### config.mk
export PLATFORM = sky130hd
export DESIGN_NAME = thermometer_sweep
export DESIGN_NICKNAME = d
export VERILOG_FILES = /design/src/rtl/thermometer_sweep.sv
export SDC_FILE = /design/constraint.sdc
export NUM_CORES = 1
export LEC_CHECK = 0
export ABC_AREA = 1
export CAP_MARGIN = 10
export CELL_PAD_IN_SITES_DETAIL_PLACEMENT = 1
export CELL_PAD_IN_SITES_GLOBAL_PLACEMENT = 2
export CORE_MARGIN = 1.5
export CORE_UTILIZATION = 37
export DETAILED_ROUTE_END_ITERATION = 7
export DONT_BUFFER_PORTS = 1
export PLACE_DENSITY_LB_ADDON = 0.1
export SETUP_SLACK_MARGIN = 0.05
export SLEW_MARGIN = 20
export SYNTH_ARGS = -nofsm -noshare
export SYNTH_HDL_FRONTEND = slang
export SYNTH_SLANG_ARGS = --single-unit
### constraint.sdc
create_clock -name clk -period 2.5 [get_ports clk]
set_input_delay 0.125 -clock clk [delete_from_list [all_inputs] [get_ports clk]]
set_output_delay 0.125 -clock clk [all_outputs]
set_load 0.02 [all_outputs]
### src/rtl/thermometer_sweep.sv
// thermometer_sweep
//   Sequential thermometer decoder. A target level (0..BITS) is accepted over a
//   valid/ready handshake; LED then ramps one step every STEP_CYCLES clocks toward
//   the target, and DONE pulses for one cycle when LED reaches it.
//
// Ports
//   clk          system clock, rising edge
//   rst_n        asynchronous active-low reset
//   LEVEL_VALID  LEVEL is valid this cycle
//   LEVEL_READY  block can accept a new LEVEL (high in IDLE)
//   LEVEL        requested target level; values above BITS are clamped to BITS
//   LED          registered thermometer code, LED[i] = (i < current level)
//   BUSY         ramp in progress
//   DONE         one-cycle pulse when LED reaches the target
module thermometer_sweep #(
    parameter int unsigned BITS        = 16,
    parameter int unsigned STEP_CYCLES = 4,
    localparam int unsigned LW         = $clog2(BITS) + 1,
    localparam int unsigned CW         = $clog2(STEP_CYCLES) + 1
) (
    input  logic          clk,
    input  logic          rst_n,
    input  logic          LEVEL_VALID,
    output logic          LEVEL_READY,
    input  logic [LW-1:0] LEVEL,
    output logic [BITS-1:0] LED,
    output logic          BUSY,
    output logic          DONE
);

    localparam logic [LW-1:0] MaxLevel = LW'(BITS);
    localparam logic [CW-1:0] CntLast  = CW'(STEP_CYCLES - 1);

    typedef enum logic {StIdle, StRamp} state_e;

    state_e          r_state, w_state_nxt;
    logic [LW-1:0]   r_cur, w_cur_nxt;
    logic [LW-1:0]   r_target, w_target_nxt;
    logic [CW-1:0]   r_cnt, w_cnt_nxt;
    logic            r_up, w_up_nxt;
    logic            r_done, w_done_nxt;
    logic [BITS-1:0] r_led, w_led_nxt;
    logic [LW-1:0]   w_clamped;

    assign w_clamped = (LEVEL > MaxLevel) ? MaxLevel : LEVEL;

    always_comb begin
        w_state_nxt  = r_state;
        w_cur_nxt    = r_cur;
        w_target_nxt = r_target;
        w_cnt_nxt    = r_cnt;
        w_up_nxt     = r_up;
        w_done_nxt   = 1'b0;
        unique case (r_state)
            StIdle: begin
                if (LEVEL_VALID) begin
                    w_target_nxt = w_clamped;
                    if (w_clamped == r_cur) begin
                        w_done_nxt = 1'b1;
                    end else begin
                        w_state_nxt = StRamp;
                        w_cnt_nxt   = '0;
                        // Direction is latched here and held for the whole ramp.
                        w_up_nxt    = (w_clamped > r_cur);
                    end
                end
            end
            StRamp: begin
                if (r_cnt == CntLast) begin
                    w_cnt_nxt = '0;
                    w_cur_nxt = r_up ? (r_cur + 1'b1) : (r_cur - 1'b1);
                    if (w_cur_nxt == r_target) begin
                        w_state_nxt = StIdle;
                        w_done_nxt  = 1'b1;
                    end
                end else begin
                    w_cnt_nxt = r_cnt + 1'b1;
                end
            end
            default: w_state_nxt = StIdle;
        endcase
    end

    // LED is registered from the next level so it changes on the same edge as r_cur.
    always_comb begin
        w_led_nxt = '0;
        for (int i = 0; i < BITS; i++) begin
            w_led_nxt[i] = (LW'(i) < w_cur_nxt);
        end
    end

    always_ff @(posedge clk or negedge rst_n) begin
        if (!rst_n) begin
            r_state  <= StIdle;
            r_cur    <= '0;
            r_target <= '0;
            r_cnt    <= '0;
            r_up     <= 1'b0;
            r_done   <= 1'b0;
            r_led    <= '0;
        end else begin
            r_state  <= w_state_nxt;
            r_cur    <= w_cur_nxt;
            r_target <= w_target_nxt;
            r_cnt    <= w_cnt_nxt;
            r_up     <= w_up_nxt;
            r_done   <= w_done_nxt;
            r_led    <= w_led_nxt;
        end
    end

    assign LEVEL_READY = (r_state == StIdle);
    assign BUSY        = (r_state == StRamp);
    assign LED         = r_led;
    assign DONE        = r_done;

endmodule

==> run summary, run 1 <==
The run finished with clean final reports. The kind of capture point of the worst setup path was a flop. The switching power was 211 µW; the per-instance average area after synthesis was 8.48 µm². The run gives 3.14 mm as the half-perimeter wire length after detailed placement.

Once the floorplan was initialized, standard cells occupied 38.7% of the core. Based on the critical path, the design can be clocked at up to 484 MHz. The number of placed instances, taps included, is 251.

Count of final hold-check violations: 0. The peak fanout along the critical path is 5, and the total overflow reported by the global router is 0. Counting distinct cell types in the post-synthesis netlist gives 28.

The synthesized netlist occupies a cell area of 1700 µm². The tools report the number of standard cells in the final layout excluding fillers as 261. OpenSTA, run right after detailed placement, puts the worst setup slack at 0.442 ns.

The run gives 0.883 as the placer's final routability congestion estimate. The actual transition at the worst max-transition pin came out at 0.464 ns. The power density over the cells is 550 nW/µm². Ranked by total cell area, the synthesized netlist is headed by sky130_fd_sc_hd__dfrtp_1 (46%), sky130_fd_sc_hd__nand2_1 (11%), sky130_fd_sc_hd__ha_1 (6.6%), sky130_fd_sc_hd__inv_1 (6.4%), sky130_fd_sc_hd__nand3_1 (5.0%). The number of sinks driven by the clock tree is 31, and the length of the first detailed-routing pass in iterations is 4.

The pin count of the biggest net entering global routing came out at 32. The largest total area in the synthesized netlist belongs to sky130_fd_sc_hd__dfrtp_1. Per report_power, the sequential group accounts for 48.0% of the total. The first global-routing pass estimated 6.87 mm of wire. The count of nets after finishing came out at 226. The detailed router placed 1324 vias in this run. Port buffer count: 0. Clock-pin slew was measured on the worst setup and hold paths at 0.07 ns. Setup repair after global routing left no endpoint under its margin.

In this run the static leakage power is 0.000955 µW. Clock tree synthesis selected as its root buffer the cell sky130_fd_sc_hd__clkbuf_8. The tools report the remaining antenna violation count after routing as 0. Combinational logic is responsible for 2.8% of the overall power. Across the VDD grid, the largest voltage drop is 0.000308 V. For the die footprint, the log shows 5000 µm².

The tightest min-delay check is of the primary input to flop type. The logs give 47 for the starting DRC count in detailed routing and 0.434 ns for the smallest setup slack after layout. The floorplan has 24 rows.

TritonCTS built the clock tree. The setup-violating endpoint count in the final report is 0. For the sequential-to-total area share from yosys stat, the log shows 45.8%.

The initial antenna violation count is 0, and the routed wirelength normalized by instance count is 15.2 µm. The worst setup path is of the flop to flop kind. The clock network is responsible for 49.2% of the overall power.

The worst register-to-register path begins at r_cur[0]$_DFF_PN0_. The core region is 4380 µm². For the final database, setup skew stands at 0.00931 ns. The minimum period implied by the final worst setup slack works out to 2.07 ns. The kind of launch point of the worst setup path is a flop.

After detailed routing, the number of vias per cell comes to 5.07. At the later pin of the worst-skew pair, clock insertion delay measures 0.28 ns. The tools report the startpoint of the lowest-slack hold path as LEVEL[1]. Yosys printed 0 warnings. The share of the clock period used by the worst path is 82.6%. The clock tree synthesis step divided the H-tree into 2 levels.

Synthesis produced a netlist with a net count of 218. The area growth from synthesis to layout is 12.1%. The data arrival time of the critical path came out at 2.23 ns. For this run, design rule violations remaining after detail routing come to 0. The data required time of the worst path is 2.67 ns, and the sum of negative setup slack is 0 ns.

The via count of the first global-routing pass is 1451. The internal power contribution was 834 µW. The final-report max-slew violation count was 0. Measured on the finished design, the core utilization comes to 43.4%. Of the total power, the share spent switching nets is 20.2%. The die is 70.7 µm tall.

The layout has 546 filler cells. The area share of the largest cell type after synthesis is 45.8%, and the cell count after synthesis is 200. Max-cap violations in this run came to 0. Counting the buffers created by CTS gives 5.

The number of top-level pins came out at 27. The number of antenna diodes in the final layout is 0. Synthesis inferred 31 register bits. The critical path starts at r_cur[0]$_DFF_PN0_.

The share of post-route cells with drive strength above 1 works out to 13.9%. Gates resized during post-CTS repair numbered 0. Counting along the longest clock path gives a buffer depth of 2.

For this block, the routed nets add up to 3.96 mm of wire. Headroom to the max-slew limit came out at 69.1%. The die extent in x was 70.7 µm; the global router's overall resource usage was 17.6%.
## sequential cells by signal, summed over array words and instances (netlist names)
signal	count
r_cur	5
r_up	1
DONE	1
r_cnt	3
BUSY	1
r_target	5
LED	15
## stage by stage
step | power [µW] | hold WS (ns) | instance area (µm²)
floorplan | 523 | -0.171 | 1700
global placement | 525 | -0.170 | 1750
detailed placement | 526 | -0.170 | 1750
CTS | 1060 | 0.0201 | 1900
global route | 1080 | 0.0389 | 1900
finish | 1050 | 0.0247 | 1900
## synth_stat cells
master                      n
sky130_fd_sc_hd__ha_1       9
sky130_fd_sc_hd__clkinv_1   1
sky130_fd_sc_hd__inv_2      3
sky130_fd_sc_hd__nor2_1    16
sky130_fd_sc_hd__clkinv_2   1
sky130_fd_sc_hd__o21ai_1    2
sky130_fd_sc_hd__buf_4      1
sky130_fd_sc_hd__a22o_2     1
sky130_fd_sc_hd__or2_1      1
sky130_fd_sc_hd__o21ai_0    5
sky130_fd_sc_hd__nor3_1     2
sky130_fd_sc_hd__a21oi_1    9
sky130_fd_sc_hd__xor2_1     3
sky130_fd_sc_hd__o21ai_2    1
sky130_fd_sc_hd__nand2_8    1
sky130_fd_sc_hd__nand3_4    3
sky130_fd_sc_hd__dfrtp_1   31
sky130_fd_sc_hd__nand2_2    4
sky130_fd_sc_hd__fa_1       1
sky130_fd_sc_hd__o22ai_1    1
sky130_fd_sc_hd__inv_1     29
sky130_fd_sc_hd__nand3_1   17
sky130_fd_sc_hd__nand2_4    2
sky130_fd_sc_hd__nor2_2     1
sky130_fd_sc_hd__nand2_1   49
sky130_fd_sc_hd__nand4_1    3
sky130_fd_sc_hd__nand3_2    2
sky130_fd_sc_hd__a21oi_2    1
## routing by layer
metal / global-route usage (%) / part of all wire [%]
met2: 29.1 / 48
met5: 0 / 0
met3: 5.41 / 4.7
met1: 22.2 / 46
met4: 5.45 / 1.1
## cell families (layout without fill, tap and decap cells)
| group | count (synthesis) | after routing | synth area share [%] |
|---|---|---|---|
| XOR/XNOR | 3 | 3 | 1.55 |
| AO/OA/AOI/OAI | 20 | 20 | 6.72 |
| adder cells (fa/ha/maj) | 10 | 10 | 7.82 |
| buffers and inverters | 35 | 44 | 8.04 |
| AND/OR/NAND/NOR | 101 | 101 | 30.1 |
| flip-flops | 31 | 31 | 45.8 |
## critical path, stage by stage (launching register included)
cell and delay, ns:
sky130_fd_sc_hd__dfrtp_1 0.46, sky130_fd_sc_hd__inv_1 0.12, sky130_fd_sc_hd__fa_1 0.50, sky130_fd_sc_hd__inv_1 0.11, sky130_fd_sc_hd__nand2_1 0.05, sky130_fd_sc_hd__nand2_1 0.13
sky130_fd_sc_hd__o21ai_2 0.11, sky130_fd_sc_hd__inv_2 0.09, sky130_fd_sc_hd__nand3_2 0.12, sky130_fd_sc_hd__nor2_2 0.16, sky130_fd_sc_hd__nand2_1 0.08
## power by group through the flow
| stage | clock [µW] | sequential, µW | combinational, µW |
|---|---|---|---|
| 2_1_floorplan | 0 | 511 | 11.6 |
| 3_3_place_gp | 0 | 511 | 14.1 |
| 3_5_place_dp | 0 | 511 | 14.7 |
| 4_1_cts | 527 | 501 | 30.3 |
| 5_1_grt | 543 | 501 | 34.1 |
| 6_report | 514 | 501 | 29.2 |
## layout by cell type, fill, tap and decap left out, types with 4 or more instances in the layout
| master | synthesis | final |
|---|---|---|
| sky130_fd_sc_hd__ha_1 | 9 | 9 |
| sky130_fd_sc_hd__nand2_1 | 49 | 49 |
| sky130_fd_sc_hd__a21oi_1 | 9 | 9 |
| sky130_fd_sc_hd__nand2_2 | 4 | 4 |
| sky130_fd_sc_hd__dfrtp_1 | 31 | 31 |
| sky130_fd_sc_hd__o21ai_0 | 5 | 5 |
| sky130_fd_sc_hd__nand3_1 | 17 | 17 |
| sky130_fd_sc_hd__nor2_1 | 16 | 16 |
| sky130_fd_sc_hd__clkbuf_8 | 0 | 6 |
| sky130_fd_sc_hd__inv_1 | 29 | 29 |
## path summary, 6_finish.rpt
| kind | to | slack [ns] | cells past startpoint |
|---|---|---|---|
| max | LED[1]$_DFF_PN0_ | 0.43 | 10 |
| min | r_target[1]$_DFFE_PN0P_ | 0.02 | 2 |
| max reg2reg | LED[1]$_DFF_PN0_ | 0.43 | 10 |
| min reg2reg | r_cnt[0]$_DFFE_PN0P_ | 0.49 | 1 |
| max in group asynchronous | r_up$_DFFE_PN0P_ | 2.04 | 2 |
| min in group asynchronous | r_target[4]$_DFFE_PN0P_ | 0.28 | 2 |
## repair_timing
| item | in CTS | in global routing |
|---|---|---|
| endpoints found under the hold margin | 31 | 0 |
| setup endpoints to repair | 0 | 0 |
| hold buffers | 2 | 0 |
| buffers inserted | 0 | 0 |
## cell type report
cell class	count	area [µm²]	share of cell area (%)
Multi-Input combinational cell	134	783	41.2
Sequential cell	31	776	40.8
Inverter	34	129	6.78
Clock buffer	6	82.6	4.34
Tap cell	52	65.1	3.42
Clock inverter	2	35.0	1.84
Timing Repair Buffer	2	30.0	1.58
Note: power is estimated with default switching activity, not from simulation.
==> run 2: changes to the inputs <==
ABC_AREA = 0   (was 1)
CORE_UTILIZATION = 36   (was 37)
clock period = 1.79 ns   (was 2.5 ns; I/O delays follow)
==> run 2 against run 1 <==
Against the previous run:
- the run now ends with negative setup slack left
- via count down 18%
- first-iteration DRC count down 11%
- critical path depth down 2
- hold slack better by 0.017 ns
- flip-flop and latch count unchanged
- setup slack worse by 0.57 ns
- non-clock buffer count up 23
- sequential share of layout area down 4.1 points
- global-route usage down 0.72 points
- cell count down 17%
- maximum frequency up 7.1%
- critical endpoint is now DONE$_DFF_PN0_
==> run summary, run 2 <==
The flow ran to the end, but the final reports show violations. The checks that failed: negative setup slack. Counting along the longest clock path gives a buffer depth of 2. In this design, the stage delay of the slowest critical-path cell is 0.45 ns.

In the layout the commonest cells are sky130_fd_sc_hd__dfrtp_1 (30), sky130_fd_sc_hd__buf_4 (16), sky130_fd_sc_hd__inv_1 (9). TritonCTS built the clock tree. The post-CTS clock slew at the launch and capture registers of the worst setup and hold paths is 0.07 ns, and the logic depth of the worst register-to-register path is 8. The synthesized-area fraction occupied by and/or/nand/nor cells is 11.1%, and the proportion of synthesized flip-flops having asynchronous set or reset is 100%.

Routability-driven placement finished with a final weighted congestion of 0.757. The die covers 4770 µm². The first global-routing pass estimated 6.17 mm of wire. After synthesis, the share of cell area in mux cells is 4.46%. During placement, the flow inserted port buffers numbering 0.

The mapped cell area came out at 1570 µm². For the number of core rows, the log shows 23. Number of design rule violations left after detail routing: 0. The critical path's slowest cell was sky130_fd_sc_hd__dfrtp_2. The number of buffer and inverter stages on the critical path was 2. Via count normalized by instance count: 5.05. The run gives 0 as the final-report max-slew violation count. STA puts the critical path data required time at 2.00 ns. During synthesis, Yosys emitted a total of 0 warnings.

After Yosys synthesis, full adders, half adders and majority gates account for 8.44% of the synthesized area. The critical path runs through a total of 8 cells. The leading register cell type out of synthesis was sky130_fd_sc_hd__dfrtp_1. The tools report the antenna diode count as 0. In this run the worst setup path terminates at DONE$_DFF_PN0_. The filler cell count in the final layout was 450; the post-synthesis to final-layout area growth was 34.8%. Length of the first detailed-routing pass in iterations: 4. A synthesized cell averages 11.5 µm². The HPWL after detailed placement is 2.65 mm. For this block, the routed nets add up to 3.77 mm of wire. The min-delay analysis places its worst path in the category primary input to flop. From bottom edge to top edge, the die measures 69.1 µm. In this run the clock root is driven by a sky130_fd_sc_hd__clkbuf_8. The smallest setup slack after layout is -0.139 ns, and the final core utilization is 51.8%. For flop-to-flop paths, the worst setup slack is -0.14 ns. The worst setup path startpoint was r_up$_DFFE_PN0P_.

The core region is 4090 µm². Counting the buffers created by CTS gives 5. The count of nets after finishing is 184, and the latest clock arrival within the worst-skew pair is 0.28 ns. The via count of the first global-routing pass is 1146, and the remaining max-slew budget at the tightest pin is 79.0%. The endpoint identified for the worst register-to-register timing path is DONE$_DFF_PN0_. Once the floorplan was initialized, standard cells occupied 38.5% of the core. The number of vias after detailed routing came out at 1091.

Sorting the synthesized cells by how often they occur yields sky130_fd_sc_hd__dfrtp_1 (31), sky130_fd_sc_hd__inv_1 (14), sky130_fd_sc_hd__nand2_1 (12). Based on the critical path, the design can be clocked at up to 519 MHz. The detailed router finished its first iteration with 42 violations. The xor/xnor share of the synthesized area is 9.95%. The share of post-route cells with drive strength above 1 is 41.0%, and the number of H-tree levels is 2. The register with the most flip-flops in the layout has 15 of them. After synthesis, flip-flops and latches occupy 49.4% of the total area. The tree built by TritonCTS fans out to 31 sinks. 27 I/O pins were placed. The number of storage elements in the synthesis netlist is 31. The top cell family by delay on the critical path is compound AO/OA/AOI/OAI gates. Entering global routing, the biggest net connects 32 pins.

The tools report the kind of launch point of the worst setup path as a flop. The max-cap violation count is 0. Once detail routing completed, the nets flagged for antenna violations numbered 0. Setup repair after global routing could not meet its margin everywhere. The data arrival time of the critical path came out at 2.14 ns.

Walking the worst path, the cells encountered are inv_4, ha_4, a21o_1, a21oi_2, buf_4, xnor3_1, nor4_2, o21bai_1. The logs give 0 for the total overflow reported by the global router and 18 for the setup-violating endpoint count in the final report. Of all cell types, the one taking the most synthesized area is sky130_fd_sc_hd__dfrtp_1.

The main combinational cell family by area after synthesis was compound AO/OA/AOI/OAI gates. Of the post-synthesis cell area, the dominant cell type holds 49.4%. The netlist uses 37 different library cells. The count of final hold-check violations was 0. Summing the areas of all compound-gate instances in the mapped netlist gives 11.4% of the synthesized area. The die is 69.1 µm wide.

The number of nets in the synthesized netlist is 155, and the actual transition at the worst max-transition pin is 0.313 ns. The initial antenna violation count was 0; the number of flops mapped to enable cells by yosys was 0. Counting every instance in the synthesized netlist gives 137. The smallest clock period supported by the final layout is computed as 1.93 ns. The routed wirelength normalized by instance count was 17.5 µm.

The worst setup path category was flop to flop. Of all nets on the critical path, the largest fanout is 4. Most repeated cell in the gate-level netlist after synthesis: sky130_fd_sc_hd__dfrtp_1. Share of the clock period used by the worst path: 108%. The worst register-to-register path begins at r_up$_DFFE_PN0P_. The tools report the kind of capture point of the worst setup path as a flop. Most common library cell in the layout ignoring fill and taps: sky130_fd_sc_hd__dfrtp_1. By area the synthesized netlist is led by sky130_fd_sc_hd__dfrtp_1 (49%), sky130_fd_sc_hd__ha_1 (7.2%), sky130_fd_sc_hd__xnor3_1 (4.3%), sky130_fd_sc_hd__mux2_2 (3.6%), sky130_fd_sc_hd__inv_1 (3.3%). Across every metal layer, demand over resource in global routing totals 16.9%. For the final database, setup skew stands at 0.00532 ns.
## run 2: worst min-delay path by stage
stage / end / depth (start not counted) / from / slack [ns]
6_report: r_target[0]$_DFFE_PN0P_ / 2 / LEVEL[4] / 0.04
5_1_grt: r_target[0]$_DFFE_PN0P_ / 2 / LEVEL[4] / 0.05
4_1_cts: r_target[0]$_DFFE_PN0P_ / 2 / LEVEL[4] / 0.03
3_5_place_dp: DONE$_DFF_PN0_ / 0 / rst_n / -0.21
3_3_place_gp: r_target[0]$_DFFE_PN0P_ / 0 / rst_n / -0.21
2_1_floorplan: BUSY$_DFF_PN0_ / 0 / rst_n / -0.21
## run 2: cell type report
cell class | count | area [µm²] | share of cell area, %
Clock buffer | 6 | 82.6 | 3.90
Clock inverter | 1 | 5.00 | 0.236
Timing Repair Buffer | 25 | 248 | 11.7
Inverter | 14 | 55.1 | 2.60
Sequential cell | 31 | 777 | 36.7
Multi-Input combinational cell | 89 | 888 | 41.9
Tap cell | 50 | 62.6 | 2.95
## run 2: kinds of logic after synthesis
logic type | count (synthesis)
DFF | 31
adders and majority gates | 10
AOI/OAI and AO/OA | 27
and+or+nand+nor | 34
xor gates and xnor gates | 11
buffers and inverters | 18
muxes | 6
## run 2: timing repair
item                                    in CTS  in global routing
endpoints found under the hold margin       35                  0
hold buffers                                 5                  0
cloned                                       1                  1
endpoints found under the setup margin      20                 22
setup buffers                                1                  1
pin swaps                                    5                 10
gates resized for setup                      3                 27
## run 2: routing by layer
metal / wire, µm / vias up / track usage [%]
met2: 1800 / 22 / 25.4
met5: 0 / - / 0
li1: - / 516 / -
met1: 1760 / 548 / 22.8
met3: 150 / 5 / 5.12
met4: 63 / 0 / 6.54
## run 2: stage by stage
stage	setup TNS [ns]	worst slack (ns)	instance area, µm²	cells	hold slack [ns]
global placement	-1.71	-0.135	1790	200	-0.205
detailed placement	-2.39	-0.185	1790	200	-0.205
floorplan	-0.341	-0.0537	1620	137	-0.206
global route	-3.34	-0.252	2120	216	0.0473
finish	-1.58	-0.139	2120	216	0.0413
CTS	-1.69	-0.116	1970	214	0.0312
Power of run 2 is not shown: default switching activity piles up to over one toggle a cycle in this logic, so the estimate is an artifact.
